[src/rtl/powertrain_sequencer_pkg.sv]
// Shared gear codes and engine-state enumeration for the powertrain sequencer
// and the vehicle physics block.
package powertrain_sequencer_pkg;

    localparam logic [3:0] GEAR_P = 4'd3;
    localparam logic [3:0] GEAR_R = 4'd6;
    localparam logic [3:0] GEAR_N = 4'd9;
    localparam logic [3:0] GEAR_D = 4'd12;

    typedef enum logic [1:0] {
        OFF   = 2'd0,
        CRANK = 2'd1,
        RUN   = 2'd2
    } engine_state_t;

    function automatic logic gear_valid(input logic [3:0] g);
        return (g == GEAR_P) || (g == GEAR_R) || (g == GEAR_N) || (g == GEAR_D);
    endfunction

endpackage

[src/rtl/powertrain_sequencer_gear_rule_check.sv]
// Combinational shift-legality check: decides whether a requested gear change
// is permitted given speed, brakes and engine state.
module gear_rule_check
    import powertrain_sequencer_pkg::*;
(
    input  logic [3:0] i_cur_gear,
    input  logic [3:0] i_target,
    input  logic [7:0] i_speed,
    input  logic       i_brake,
    input  logic       i_engine_on,
    output logic       o_accept
);

    logic w_stopped;

    assign w_stopped = (i_speed == 8'd0);

    always_comb begin
        o_accept = 1'b0;
        if (!gear_valid(i_target)) begin
            o_accept = 1'b0;
        end else if (i_target == i_cur_gear) begin
            o_accept = 1'b1;
        end else if (!i_engine_on) begin
            // With the engine not running only parking a stopped car is allowed
            o_accept = (i_target == GEAR_P) && w_stopped;
        end else begin
            o_accept = 1'b1;
            if ((i_cur_gear == GEAR_P) && !i_brake)
                o_accept = 1'b0;
            if (((i_target == GEAR_P) || (i_target == GEAR_R)) && !w_stopped)
                o_accept = 1'b0;
            if ((i_cur_gear == GEAR_R) && (i_target == GEAR_D) && !w_stopped)
                o_accept = 1'b0;
        end
    end

endmodule

[src/rtl/powertrain_sequencer.sv]
// Engine start/stop sequencer with gear selector and shift lockout.
// Optional macro AUTO_PARK_EN: park the gearbox after a standstill shutdown.
module powertrain_sequencer
    import powertrain_sequencer_pkg::*;
#(
    parameter int CRANK_TICKS    = 2,
    parameter int SHIFT_LOCK_CYC = 4
) (
    input  logic       clk,
    input  logic       rst_n,
    input  logic       btn_start,
    input  logic       shift_req,
    input  logic [3:0] shift_target,
    input  logic       is_brake_normal,
    input  logic       is_brake_hard,
    input  logic [7:0] speed,
    input  logic [7:0] fuel,
    input  logic       tick_1sec,
    output logic       engine_on,
    output logic [3:0] current_gear,
    output logic       cranking,
    output logic       shift_reject,
    output logic       stalled
);

    localparam int TICK_W = $clog2(CRANK_TICKS + 2);
    localparam int LOCK_W = $clog2(SHIFT_LOCK_CYC + 2);
    localparam logic [TICK_W-1:0] CRANK_MAX = TICK_W'(CRANK_TICKS);
    localparam logic [LOCK_W-1:0] LOCK_LOAD = LOCK_W'(SHIFT_LOCK_CYC);

    engine_state_t     r_state;
    engine_state_t     w_state_next;
    logic [TICK_W-1:0] r_tick_cnt, w_tick_next, w_tick_inc;
    logic [LOCK_W-1:0] r_lock_cnt, w_lock_next;
    logic [3:0]        r_gear, w_gear_next;
    logic              r_engine_on, r_cranking, r_reject, r_stalled;
    logic              w_brake, w_fuel_empty, w_start_ok, w_stall_set;
    logic              w_rule_accept, w_shift_noop, w_shift_rej, w_shift_ok;

    assign w_brake      = is_brake_normal | is_brake_hard;
    assign w_fuel_empty = (fuel == 8'd0);
    assign w_tick_inc   = (r_tick_cnt == CRANK_MAX) ? r_tick_cnt : r_tick_cnt + 1'b1;

    gear_rule_check u_rule (
        .i_cur_gear  (r_gear),
        .i_target    (shift_target),
        .i_speed     (speed),
        .i_brake     (w_brake),
        .i_engine_on (r_engine_on),
        .o_accept    (w_rule_accept)
    );

    always_comb begin
        w_state_next = r_state;
        w_tick_next  = r_tick_cnt;
        w_start_ok   = 1'b0;
        w_stall_set  = 1'b0;
        case (r_state)
            OFF: begin
                if (btn_start && w_brake && !w_fuel_empty &&
                    ((r_gear == GEAR_P) || (r_gear == GEAR_N))) begin
                    w_state_next = CRANK;
                    w_start_ok   = 1'b1;
                end
            end
            CRANK: begin
                if (w_fuel_empty) begin
                    w_state_next = OFF;
                    w_stall_set  = 1'b1;
                end else if (btn_start) begin
                    w_state_next = OFF;
                end else if (tick_1sec) begin
                    if (w_tick_inc >= CRANK_MAX)
                        w_state_next = RUN;
                    else
                        w_tick_next = w_tick_inc;
                end
            end
            RUN: begin
                if (w_fuel_empty) begin
                    w_state_next = OFF;
                    w_stall_set  = 1'b1;
                end else if (btn_start && (speed == 8'd0)) begin
                    w_state_next = OFF;
                end
            end
            default: w_state_next = OFF;
        endcase
        if (w_state_next != r_state)
            w_tick_next = '0;
    end

    // A start/stop press in the same cycle always wins over a shift request
    always_comb begin
        w_shift_noop = shift_req && (shift_target == r_gear);
        w_shift_rej  = shift_req && (btn_start || (r_lock_cnt != '0) ||
                                     (!w_shift_noop && !w_rule_accept));
        w_shift_ok   = shift_req && !w_shift_rej && !w_shift_noop;
        w_gear_next  = w_shift_ok ? shift_target : r_gear;
        if (w_shift_ok)
            w_lock_next = LOCK_LOAD;
        else if (r_lock_cnt != '0)
            w_lock_next = r_lock_cnt - 1'b1;
        else
            w_lock_next = '0;
    end

`ifdef AUTO_PARK_EN
    logic r_park_pending;

    always_ff @(posedge clk or negedge rst_n) begin
        if (!rst_n) begin
            r_park_pending <= 1'b0;
            r_gear         <= GEAR_P;
        end else begin
            r_park_pending <= (r_state == RUN) && (w_state_next == OFF) && (speed == 8'd0);
            r_gear         <= r_park_pending ? GEAR_P : w_gear_next;
        end
    end
`else
    always_ff @(posedge clk or negedge rst_n) begin
        if (!rst_n)
            r_gear <= GEAR_P;
        else
            r_gear <= w_gear_next;
    end
`endif

    always_ff @(posedge clk or negedge rst_n) begin
        if (!rst_n) begin
            r_state     <= OFF;
            r_tick_cnt  <= '0;
            r_lock_cnt  <= '0;
            r_engine_on <= 1'b0;
            r_cranking  <= 1'b0;
            r_reject    <= 1'b0;
            r_stalled   <= 1'b0;
        end else begin
            r_state     <= w_state_next;
            r_tick_cnt  <= w_tick_next;
            r_lock_cnt  <= w_lock_next;
            r_engine_on <= (w_state_next == RUN);
            r_cranking  <= (w_state_next == CRANK);
            r_reject    <= w_shift_rej;
            if (w_stall_set)
                r_stalled <= 1'b1;
            else if (w_start_ok)
                r_stalled <= 1'b0;
        end
    end

    assign engine_on    = r_engine_on;
    assign cranking     = r_cranking;
    assign current_gear = r_gear;
    assign shift_reject = r_reject;
    assign stalled      = r_stalled;

endmodule

[config.mk]
export PLATFORM = sky130hd
export DESIGN_NAME = powertrain_sequencer
export DESIGN_NICKNAME = d
export VERILOG_FILES = /design/src/rtl/powertrain_sequencer_pkg.sv /design/src/rtl/powertrain_sequencer_gear_rule_check.sv /design/src/rtl/powertrain_sequencer.sv
export SDC_FILE = /design/constraint.sdc
export NUM_CORES = 1
export LEC_CHECK = 0
export ABC_AREA = 1
export CORE_MARGIN = 2
export CORE_UTILIZATION = 50
export DETAILED_ROUTE_END_ITERATION = 12
export GPL_TIMING_DRIVEN = 0
export PLACE_DENSITY = 0.92
export SYNTH_ARGS = -nofsm -noshare
export SYNTH_HDL_FRONTEND = slang
export SYNTH_SLANG_ARGS = --single-unit
[constraint.sdc]
create_clock -name clk -period 3.4 [get_ports clk]
set_input_delay 0.68 -clock clk [delete_from_list [all_inputs] [get_ports clk]]
set_output_delay 0.68 -clock clk [all_outputs]
set_load 0.02 [all_outputs]
# == Yosys cells after proc, flatten, opt, wreduce, memory -nomap -nowiden ==
# Cells that the tools add are included.
# totals
inputBits,27
wordCells,93
regBits,15
output_inout_bits,8
# op_classes
n_bitwise,1
eq_ne,17
n_reduce_logical,35
n_lt_le_gt_ge,1
add_sub_neg,2
muxes,29
# op_table
operator,count
2-to-1 mux 2 bit,14
zero test 8 bit,2
logical AND 1 bit,14
equality test 4 bit (second input constant),3
2-to-1 mux 1 bit,12
equality test 4 x 2 -> 1 bit (second input constant),2
equality test 4 x 3 -> 1 bit (second input constant),2
equality test 2 bit (second input constant),3
zero test 1 bit,6
logical OR 1 bit,6
2-to-1 mux 3 bit,2
inequality test 2 x 1 -> 1 bit (second input constant),3
case mux 2 bit (3 select lines),1
nonzero test 2 bit,3
AND reduction 5 bit,1
equality test 2 x 1 -> 1 bit (second input constant),2
equality test 4 bit,1
nonzero test 3 bit,1
subtractor 3 x 1 -> 3 bit (second input constant),1
adder 2 x 1 -> 2 bit (second input constant),1
>= comparator 2 bit (second input constant),1
zero test 2 bit,1
inequality test 2 bit,1
OR reduction 2 bit,1
OR 1 bit,1

# == Longest topological paths before layout ==
# depth
word_depth,17
depth_mapped,14
depth_no_buf,14

# == By module ==
# A second synthesis with hierarchy kept.
# unflattened
hier_cells,171
hier_area_um2,1162.4
# by_module_without_submodules
mod,cells_per_inst,instances,area_each_um2,seq_area_each_um2
powertrain_sequencer,134,1,983.4,377.9
gear_rule_check,37,1,178.9,0.0

# == Least setup slack after synthesis ==
# Ideal clock, no wire load.
# synth_timing
kind,input to register
from,in fuel[0]
to,reg r_tick_cnt[1]
arrival_time_ns,1.533
path_stages,13
setup_time_ns,0.071
path_slack_ns,1.796
path_buffers,0
required_time_ns,3.329
path_cell_list,inv_1 -> nand2_1 -> nor2_1 -> nand2_1 -> nand3_2 -> nand2_1 -> nand2_1 -> nand2_1 -> nand2_1 -> nand2_1 -> inv_1 -> nand2_1 -> nor2_1
# synth_via
elab_chain_cells,9
elab_cells_between_ends,16
classes_between,eq/ne (4); mux (5); reduce/logical (7)
# synth_rtl
element,line_no,text
from (decl),powertrain_sequencer.sv:17,"input logic [7:0] fuel,"
zero test 8 bit (*),powertrain_sequencer.sv:41,assign w_fuel_empty = (fuel == 8'd0);
zero test 1 bit,powertrain_sequencer.sv:60,if (btn_start && w_brake && !w_fuel_empty &&
logical AND 1 bit (2 in a row),powertrain_sequencer.sv:60,
2-to-1 mux 2 bit,powertrain_sequencer.sv:60,
case mux 2 bit (3 select lines),powertrain_sequencer.sv:58,case (r_state)
inequality test 2 bit,powertrain_sequencer.sv:89,if (w_state_next != r_state)
inequality test 2 x 1 -> 1 bit (no source line) / nonzero test 2 bit (equally long branches),--,
AND reduction 5 bit (no source line),--,
to (signal assigned),powertrain_sequencer.sv:140,r_tick_cnt <= w_tick_next;
to (decl),powertrain_sequencer.sv:33,"logic [TICK_W-1:0] r_tick_cnt, w_tick_next, w_tick_inc;"
# Every way passes the cells marked *; elsewhere a longest branch is shown, timed or not.
# A chain may end at the register's enable or synchronous reset.

# == Worst setup path in the final report ==
# layout_timing
from,"reg r_gear[0], in the netlist current_gear[0]"
to,out current_gear[0]
# layout_lines
element,line_no,text
from (decl),powertrain_sequencer.sv:35,"logic [3:0] r_gear, w_gear_next;"
from (signal assigned),powertrain_sequencer.sv:125,r_gear <= w_gear_next;
to (decl),powertrain_sequencer.sv:20,"output logic [3:0] current_gear,"
# No word-level cell between the ends.

==> metrics.cfg <==
[run_status]
outcome=finished clean

[pwr]
powerDensity_nw_per_um2=476
p_seq_share_pct=37.7
total_power_uw=743
peakVddDrop_uv=368
power_frac_comb_pct=49.6
p_leak_uw=0.000805
p_int_uw=425
power.switching_uw=317
clkPwrFrac_pct=12.7
swShare_pct=42.7

[critical_path]
rr_endpoint=r_tick_cnt[1]
path_buf_inv=1
path_cells=clkdlybuf4s50_1
reg2reg_slack_ns=1.56
critPathSlowestCell=clkdlybuf4s50_1
reg2reg_from=r_state[1]
cp.required_ns=2.72
cp-end-kind=output pin
critPathTopFamily=buffers and inverters
cp_max_fo=6
setup.worst_path.start_class=register
cp.arrival_ns=1.49
cpPeakStageDelay_ns=0.63
ff2ff_path_depth=14
critical_path_class=register to output pin

[sta]
fin_tns_setup_ns=0
slew_viol_final=0
period_needed_ns=2.17
min_period_over_period_pct=63.9
tightest_slew_ns=0.620
rsz0062_at_grt=no
slew_headroom_pct=58.6
setup_viol=0
fmax_ghz=0.460
hold_violations=0
timing.hold.ws_ns=0.460
clock-skew-final_ns=0.00418

[place]
portBuffers=34
dp_hpwl_um=2350
gp_congestion=0.854

[clock_network]
cts_made_buffers=3
h-tree-depth=1
cts-root-buf=clkbuf_4
tritoncts=yes
holdBufCountCts=0
clock_path_buffers=2
clkTransAtPathRegs_ns=0.08
cts_resized=0
post_cts_buffers=0
numClockSinks=15
clock_latency_ns=0.27

[drt]
postRouteAntennaNets=0
drtPass1Iterations=4
viasPerCell=5.07
drcViolationCount=0
drt-total-wl_um=2730
drtIter0Drc=29
vias=1197
avgRoutedWirePerCell_um=11.6

[logic_synthesis]
yosysWarnings=0
synth_fp_nets=204
synth_flop_cell=dfrtp_1
syn_inst=170
synth_edf_count=0
ys_seq_area_share_pct=32.6
postSynthAreaPerCell_um2=6.82
netlist_area_um2=1160
synth_cell_types=28
synth_seq_cells=15
async_flop_share_pct=100

[hold_path]
min-delay-start=r_lock_cnt[0]
min_path_type=register to register
min_path_cells=1
min_to=r_lock_cnt[0]

[final_layout]
antenna_cells=0
final_nets=243
mostFrequentLayoutCells=nand2_1, inv_1, clkdlybuf4s50_1
seq_area_um2=378
final_layout_size_suffix_gt1_share_pct=8.17
fillCellCount=182
final_common_cell=nand2_1
multiInputGateArea_um2=642
area.growth.synth_to_final_pct=34.7

[global_routing]
grt_pass1_vias=1147
overflow=0
grt_max_degree=16
grt_pass1_wl_um=4490
track_usage_pct=22.1
antenna_found_initial=0

[floorplan]
die_w_um=52.1
coreArea_um2=2190
row_count=17
initial_utilization_pct=52.9
dieHeight_um=52.1
io_pins=35
dieArea_um2=2720

[run]
cap_viol_max_count=0

[state kept, by name, summed over array words and instances, names as in the netlist]
name          count
current_gear      4
r_lock_cnt        3
r_state           2
r_tick_cnt        2
cranking          1
engine_on         1
shift_reject      1
stalled           1
[cells in the mapped netlist, types with 2 or more instances]
cell | n | area [µm²]
dfrtp_1 | 13 | 325
ha_1 | 7 | 87.6
o21ai_0 | 3 | 15.0
nand3_2 | 2 | 20.0
nand3_1 | 8 | 40.0
nor2_1 | 19 | 71.3
inv_1 | 35 | 131
a21oi_1 | 2 | 10.0
nor3_1 | 3 | 15.0
dfstp_2 | 2 | 52.6
xor2_1 | 2 | 17.5
nand4_1 | 7 | 43.8
nand2_1 | 52 | 195
[cell families after synthesis]
group | count (synthesis) | share of synthesized area, %
DFF | 15 | 32.6
AOI/OAI and AO/OA | 8 | 4.00
muxes | 1 | 0.972
and+or+nand+nor | 100 | 41.4
xor gates and xnor gates | 2 | 1.51
buffers and inverters | 37 | 12.0
adders and majority gates | 7 | 7.56
[routing by layer]
layer,routed length [µm],GRT usage (%),vias to the layer above
met5,0,0,-
met4,33,11.5,0
met3,136,2.87,6
met2,1440,40.7,37
met1,1120,24.4,555
li1,-,-,599
[cell type report]
| cell class | instances | share of cell area [%] |
|---|---|---|
| clock buffer | 4 | 1.68 |
| multi-input combinational | 118 | 41.1 |
| sequential | 15 | 24.2 |
| tap | 28 | 2.25 |
| timing repair buffer | 34 | 21.8 |
| inverter | 37 | 8.90 |
[worst max path at each step]
stage | from | to | slack (ns) | cells after the start
after global routing | current_gear[0] | current_gear[0] | 1.19 | 1
after floorplan | fuel[0] | r_tick_cnt[1] | 1.80 | 13
final | current_gear[0] | current_gear[0] | 1.23 | 1
after detailed placement | shift_target[3] | current_gear[2] | 1.08 | 10
after global placement | shift_target[3] | current_gear[3] | 1.17 | 10
after CTS | current_gear[0] | current_gear[0] | 1.21 | 1
[metrics by stage]
| step | instance area, µm² | std cells | utilization [%] | worst slack, ns |
|---|---|---|---|---|
| after floorplan | 1160 | 170 | - | 1.80 |
| after global placement | 1530 | 232 | 70.0 | 1.17 |
| after detailed placement | 1530 | 232 | 70.0 | 1.08 |
| after CTS | 1560 | 236 | 71.2 | 1.21 |
| after global routing | 1560 | 236 | 71.2 | 1.19 |
| final | 1560 | 236 | 71.2 | 1.23 |
[power by group through the flow]
stage | clock (µW) | sequential [µW] | combinational (µW)
after floorplan | 0 | 303 | 197
after global placement | 0 | 276 | 345
after detailed placement | 0 | 281 | 367
after CTS | 98.5 | 277 | 368
after global routing | 109 | 283 | 410
final | 94.4 | 280 | 368
No activity file was read; power rests on OpenSTA's default activity.
==> RTL edit 1, RTL diff (same settings) <==
Register the output `stalled` once more; this adds one clock of latency there. The other outputs are not delayed to match.
--- a/src/rtl/powertrain_sequencer.sv
+++ b/src/rtl/powertrain_sequencer.sv
@@ -153,7 +153,9 @@
     assign cranking     = r_cranking;
     assign current_gear = r_gear;
     assign shift_reject = r_reject;
-    assign stalled      = r_stalled;
+    always_ff @(posedge clk) begin
+        stalled <= r_stalled;
+    end
 
 endmodule
 
Behaviour: not the same (Yosys sat finds a counterexample within 4 cycles, from zero or initial values and one cycle with rst_n low).
==> RTL edit 1 against the unedited design <==
Wire length down 3.9%. Power up 2.9%. Cell area rose by 0.72%. Critical path depth stayed put. Synthesized area is 0.11% higher. Maximum frequency fell by 0.38%. Utilization shrank 0.18 points. Worst setup slack worse by 0.0082 ns. Sequential cell count is 1 higher. Register-to-register slack gained 0.10 ns. Critical endpoint unchanged.
==> RTL edit 1: results (changes against the unedited design) <==
- PortBufs: 34 (unchanged)
- Post-synthesis net count: 205 (+0.49%)
- Pre-CTS WS: 1.08 ns (-0.00569 ns)
- CTS buffer count: 3 (unchanged)
- Placed inst area: 1540 sq um (about the same)
- Vias: 1167 (-2.5%)
- Status: finished clean
- Global-route wire length before repair: 4.06 mm (-9.5%)
- Final HPWL DP: 2.20 mm (-6.5%)
- Drt wl/cell: 11.1 microns (-4.3%)
- Commonest cells post-synth: nand2_1, inv_1, nor2_1
- Post-synthesis xor/xnor area fraction: 0.0151 (-0.0000163)
- Layout Skew: 0.00127 ns (-0.00290 ns)
- Multi-input combinational cell area: 623 sq um (-2.9%)
- Max FO, Critical Path: 6 (unchanged)
- Fill count: 180 (-1.1%)
- VDD IR max: 372 uV (+1.1%)
- Distinct cells, synth: 25 (-11%)
- Nets@finish: 244 (+0.41%)
- Vias per Instance: 4.92 (-2.9%)
- DRT iter0 DRCs: 19 (-34%)
- Total track usage: 0.201 (-0.0201)
- Crit-path slowest cell: clkdlybuf4s50_1
- Post-synthesis area per instance: 6.78 sq um (-0.48%)
- CTS clk-pin slew, worst paths: 0.09 ns
- Largest cells by area after synthesis: dfrtp_1, nand2_1, inv_1
- Worst slew pin tran: 0.670 ns (+0.0506 ns)
- Sequential element share of the synthesized area: 0.343 (+0.0169)
- Largest register FFs: 4 (unchanged)
- Clock latency on the worst-skew pair: 0.29 ns (+0.02 ns)
- Ys async rst share: 0.938 (-0.0625)
- Vias in the first global route: 1112 (-3.1%)
- Final GP Congestion: 0.897 (+5.1%)
- Leak: 0.813 nW (+0.99%)
- Mux contribution to synthesized area: 0.00971 (-0.0000105)
- Adder-Cell Fraction of Synth Area: 0.0755 (-0.0000815)
- Cells after DPL: 233 (+0.43%)
RTL edit 1: cell count changes in the layout (fill, tap and decap cells not counted), sizes merged:
| cell | change |
|---|---|
| dfxtp | +1 |
RTL edit 1: where the power goes:
group          internal [mW]  total (mW)  switching (mW)
sequential             0.238       0.287          0.0495
clock                 0.0653       0.125          0.0598
combinational          0.151       0.352           0.201
RTL edit 1: cell type report:
| class | count | share of cell area |
|---|---|---|
| well taps | 28 | 0.0223 |
| flip-flops and latches | 16 | 0.253 |
| multi-input cells | 118 | 0.396 |
| inverters | 37 | 0.0884 |
| repair buffers | 34 | 0.217 |
| clock buffers | 4 | 0.0231 |
RTL edit 1: routing by layer:
metal,wire length [microns],up-vias,global-route usage
met2,1370,30,0.401
met4,21,0,0.0812
li1,-,605,-
met5,0,-,0
met1,1090,528,0.210
met3,145,4,0.0172
RTL edit 1: cells by family after synthesis:
logic type | Yosys count
AOI/OAI and AO/OA | 8
buffers and inverters | 37
and+or+nand+nor | 100
xor gates and xnor gates | 2
adders and majority gates | 7
muxes | 1
DFF | 16
RTL edit 1: final timing paths:
kind	startpoint	end	slack [ns]	cells after the start
min in group asynchronous	rst_n	shift_reject	0.79	1
hold reg to reg	r_stalled	stalled	0.38	0
max in group asynchronous	rst_n	cranking	2.18	1
setup reg to reg	r_state[1]	r_tick_cnt[0]	1.66	14
setup / recovery	current_gear[0]	current_gear[0]	1.22	1
hold / removal	r_stalled	stalled	0.38	0
==> RTL edit 2, RTL diff (same flow settings) <==
Made on the original files. `CRANK_TICKS`: 2 -> 4.
--- a/src/rtl/powertrain_sequencer.sv
+++ b/src/rtl/powertrain_sequencer.sv
@@ -3,7 +3,7 @@
 module powertrain_sequencer
     import powertrain_sequencer_pkg::*;
 #(
-    parameter int CRANK_TICKS    = 2,
+    parameter int CRANK_TICKS    = 4,
     parameter int SHIFT_LOCK_CYC = 4
 ) (
     input  logic       clk,
Behaviour: not the same (Yosys sat finds a counterexample within 4 cycles, from zero or initial values and one cycle with rst_n low).
==> RTL edit 2 against the unedited design <==
Final cell count rose by 1.7%. Synthesized area increased by 5.9%. Sequential cell count increased by 1. Hold slack improved by 0.0014 ns. Cell area is 4.4% higher. Count of clock-buffer cells in the layout unchanged. Worst setup slack worse by 0.010 ns. Critical path depth did not move. Wire length up 6.2%. Largest cell class unchanged.
Power is not compared: it rests on default switching activity, and its combinational part moved more than twofold at a synthesized area within 25%.
==> RTL edit 2: results (changes against the unedited design) <==
- Status: finished clean
- Initial DRT Pass Iterations: 4 (unchanged)
- Worst Setup EP: current_gear[1]
- Final GP Congestion: 0.806 (-5.6%)
- Fill count: 180 (-1.1%)
- VDD IR max: 303 uV
- CTS buffer count: 3 (unchanged)
- Total track usage: 0.229 (+0.00804)
- Sequential element share of the synthesized area: 0.328 (+0.00210)
- PortBufs: 34 (unchanged)
- Post-synthesis net count: 209 (+2.5%)
- Nets@finish: 248 (+2.1%)
- CP Launch Point: current_gear[1]
- Drt wl/cell: 12.1 microns (+4.4%)
- Global-route wire length before repair: 4.78 mm (+6.5%)
- Pre-CTS WS: 1.02 ns (-0.0666 ns)
- WS Path Type: reg -> out
- Max FO, Critical Path: 6 (unchanged)
- Ys async rst share: 1.00 (unchanged)
- Crit-path slowest cell: clkdlybuf4s50_1
- Largest net degree at the start of global routing: 17 (+1)
- R2R setup slack: 1.65 ns (+0.09 ns)
- Cells after DPL: 236 (+1.7%)
- Vias: 1211 (+1.2%)
- Reg-to-Reg End: r_tick_cnt[2]
- Clock latency on the worst-skew pair: 0.28 ns
- Max incr delay on CP: 0.63 ns (about the same)
- DRT iter0 DRCs: 42 (+45%)
- Final HPWL DP: 2.35 mm (about the same)
- Synth Warn #: 0 (unchanged)
- Vias per Instance: 5.05 (-0.52%)
- # H-tree levels: 1 (unchanged)
- Distinct cells, synth: 23 (-18%)
- Largest cells by area after synthesis: dfrtp_1, nand2_1, inv_1
- Initial antenna violation count: 0 (unchanged)
- Achievable frequency: 0.458 GHz (-0.46%)
- Share of cells above drive strength 1: 0.0802 (-0.00154)
- Largest register FFs: 4 (unchanged)
- Worst slew pin tran: 0.689 ns (+0.0689 ns)
- Commonest cells post-synth: nand2_1, inv_1, nor2_1
- Most used DFF post-synth: dfrtp_1
- Post-CTS Setup Repair Bufs: 0 (unchanged)
- Post-Synthesis Cells: 174 (+2.4%)
- Layout Skew: 0.00893 ns (+0.00475 ns)
==> RTL edit 2: where the power goes <==
group	total, mW	switching, mW	internal, mW
Combinational	0.181	0.0986	0.0825
Clock	0.101	0.0552	0.0455
Sequential	0.237	0.0246	0.213
Total	0.519	0.178	0.341
==> RTL edit 2: how the worst min path moves through the flow <==
stage	start	endpoint	slack (ns)	cells after the start
floorplan	rst_n	cranking	0.38	0
global placement	r_lock_cnt[0]	r_lock_cnt[0]	0.44	1
detailed placement	r_lock_cnt[0]	r_lock_cnt[0]	0.45	1
CTS	r_lock_cnt[0]	r_lock_cnt[0]	0.46	1
global route	r_lock_cnt[0]	r_lock_cnt[0]	0.48	1
finish	r_lock_cnt[0]	r_lock_cnt[0]	0.46	1
==> RTL edit 2: final cells by class <==
type                            count  area [sq um]  area share
Multi-Input combinational cell    129           716       0.439
Sequential cell                    16           403       0.247
Timing Repair Buffer               34           340       0.209
Inverter                           29           109      0.0668
Tap cell                           28          35.0      0.0215
Clock buffer                        4          26.3      0.0161
==> RTL edit 2: cells by family after synthesis <==
family | after synthesis | share of synthesized area
buf+inv | 29 | 0.0887
flops | 16 | 0.328
xor+xnor | 4 | 0.0285
fa+ha+maj | 8 | 0.0816
simple gates | 104 | 0.388
compound gates | 13 | 0.0846
==> RTL edit 2: routing by layer <==
| metal | share of wire | vias to the layer above | GRT usage |
|---|---|---|---|
| li1 | - | 616 | - |
| met3 | 0.050 | 4 | 0.0667 |
| met5 | 0 | - | 0 |
| met2 | 0.54 | 32 | 0.451 |
| met4 | 0.011 | 0 | 0.0641 |
| met1 | 0.40 | 559 | 0.229 |
==> RTL edit 2: per-stage QoR <==
stage | power [mW] | instance area (sq um)
2_1_floorplan | 0.340 | 1230
3_3_place_gp | 0.408 | 1600
3_5_place_dp | 0.421 | 1600
4_1_cts | 0.523 | 1630
5_1_grt | 0.555 | 1630
6_report | 0.519 | 1630
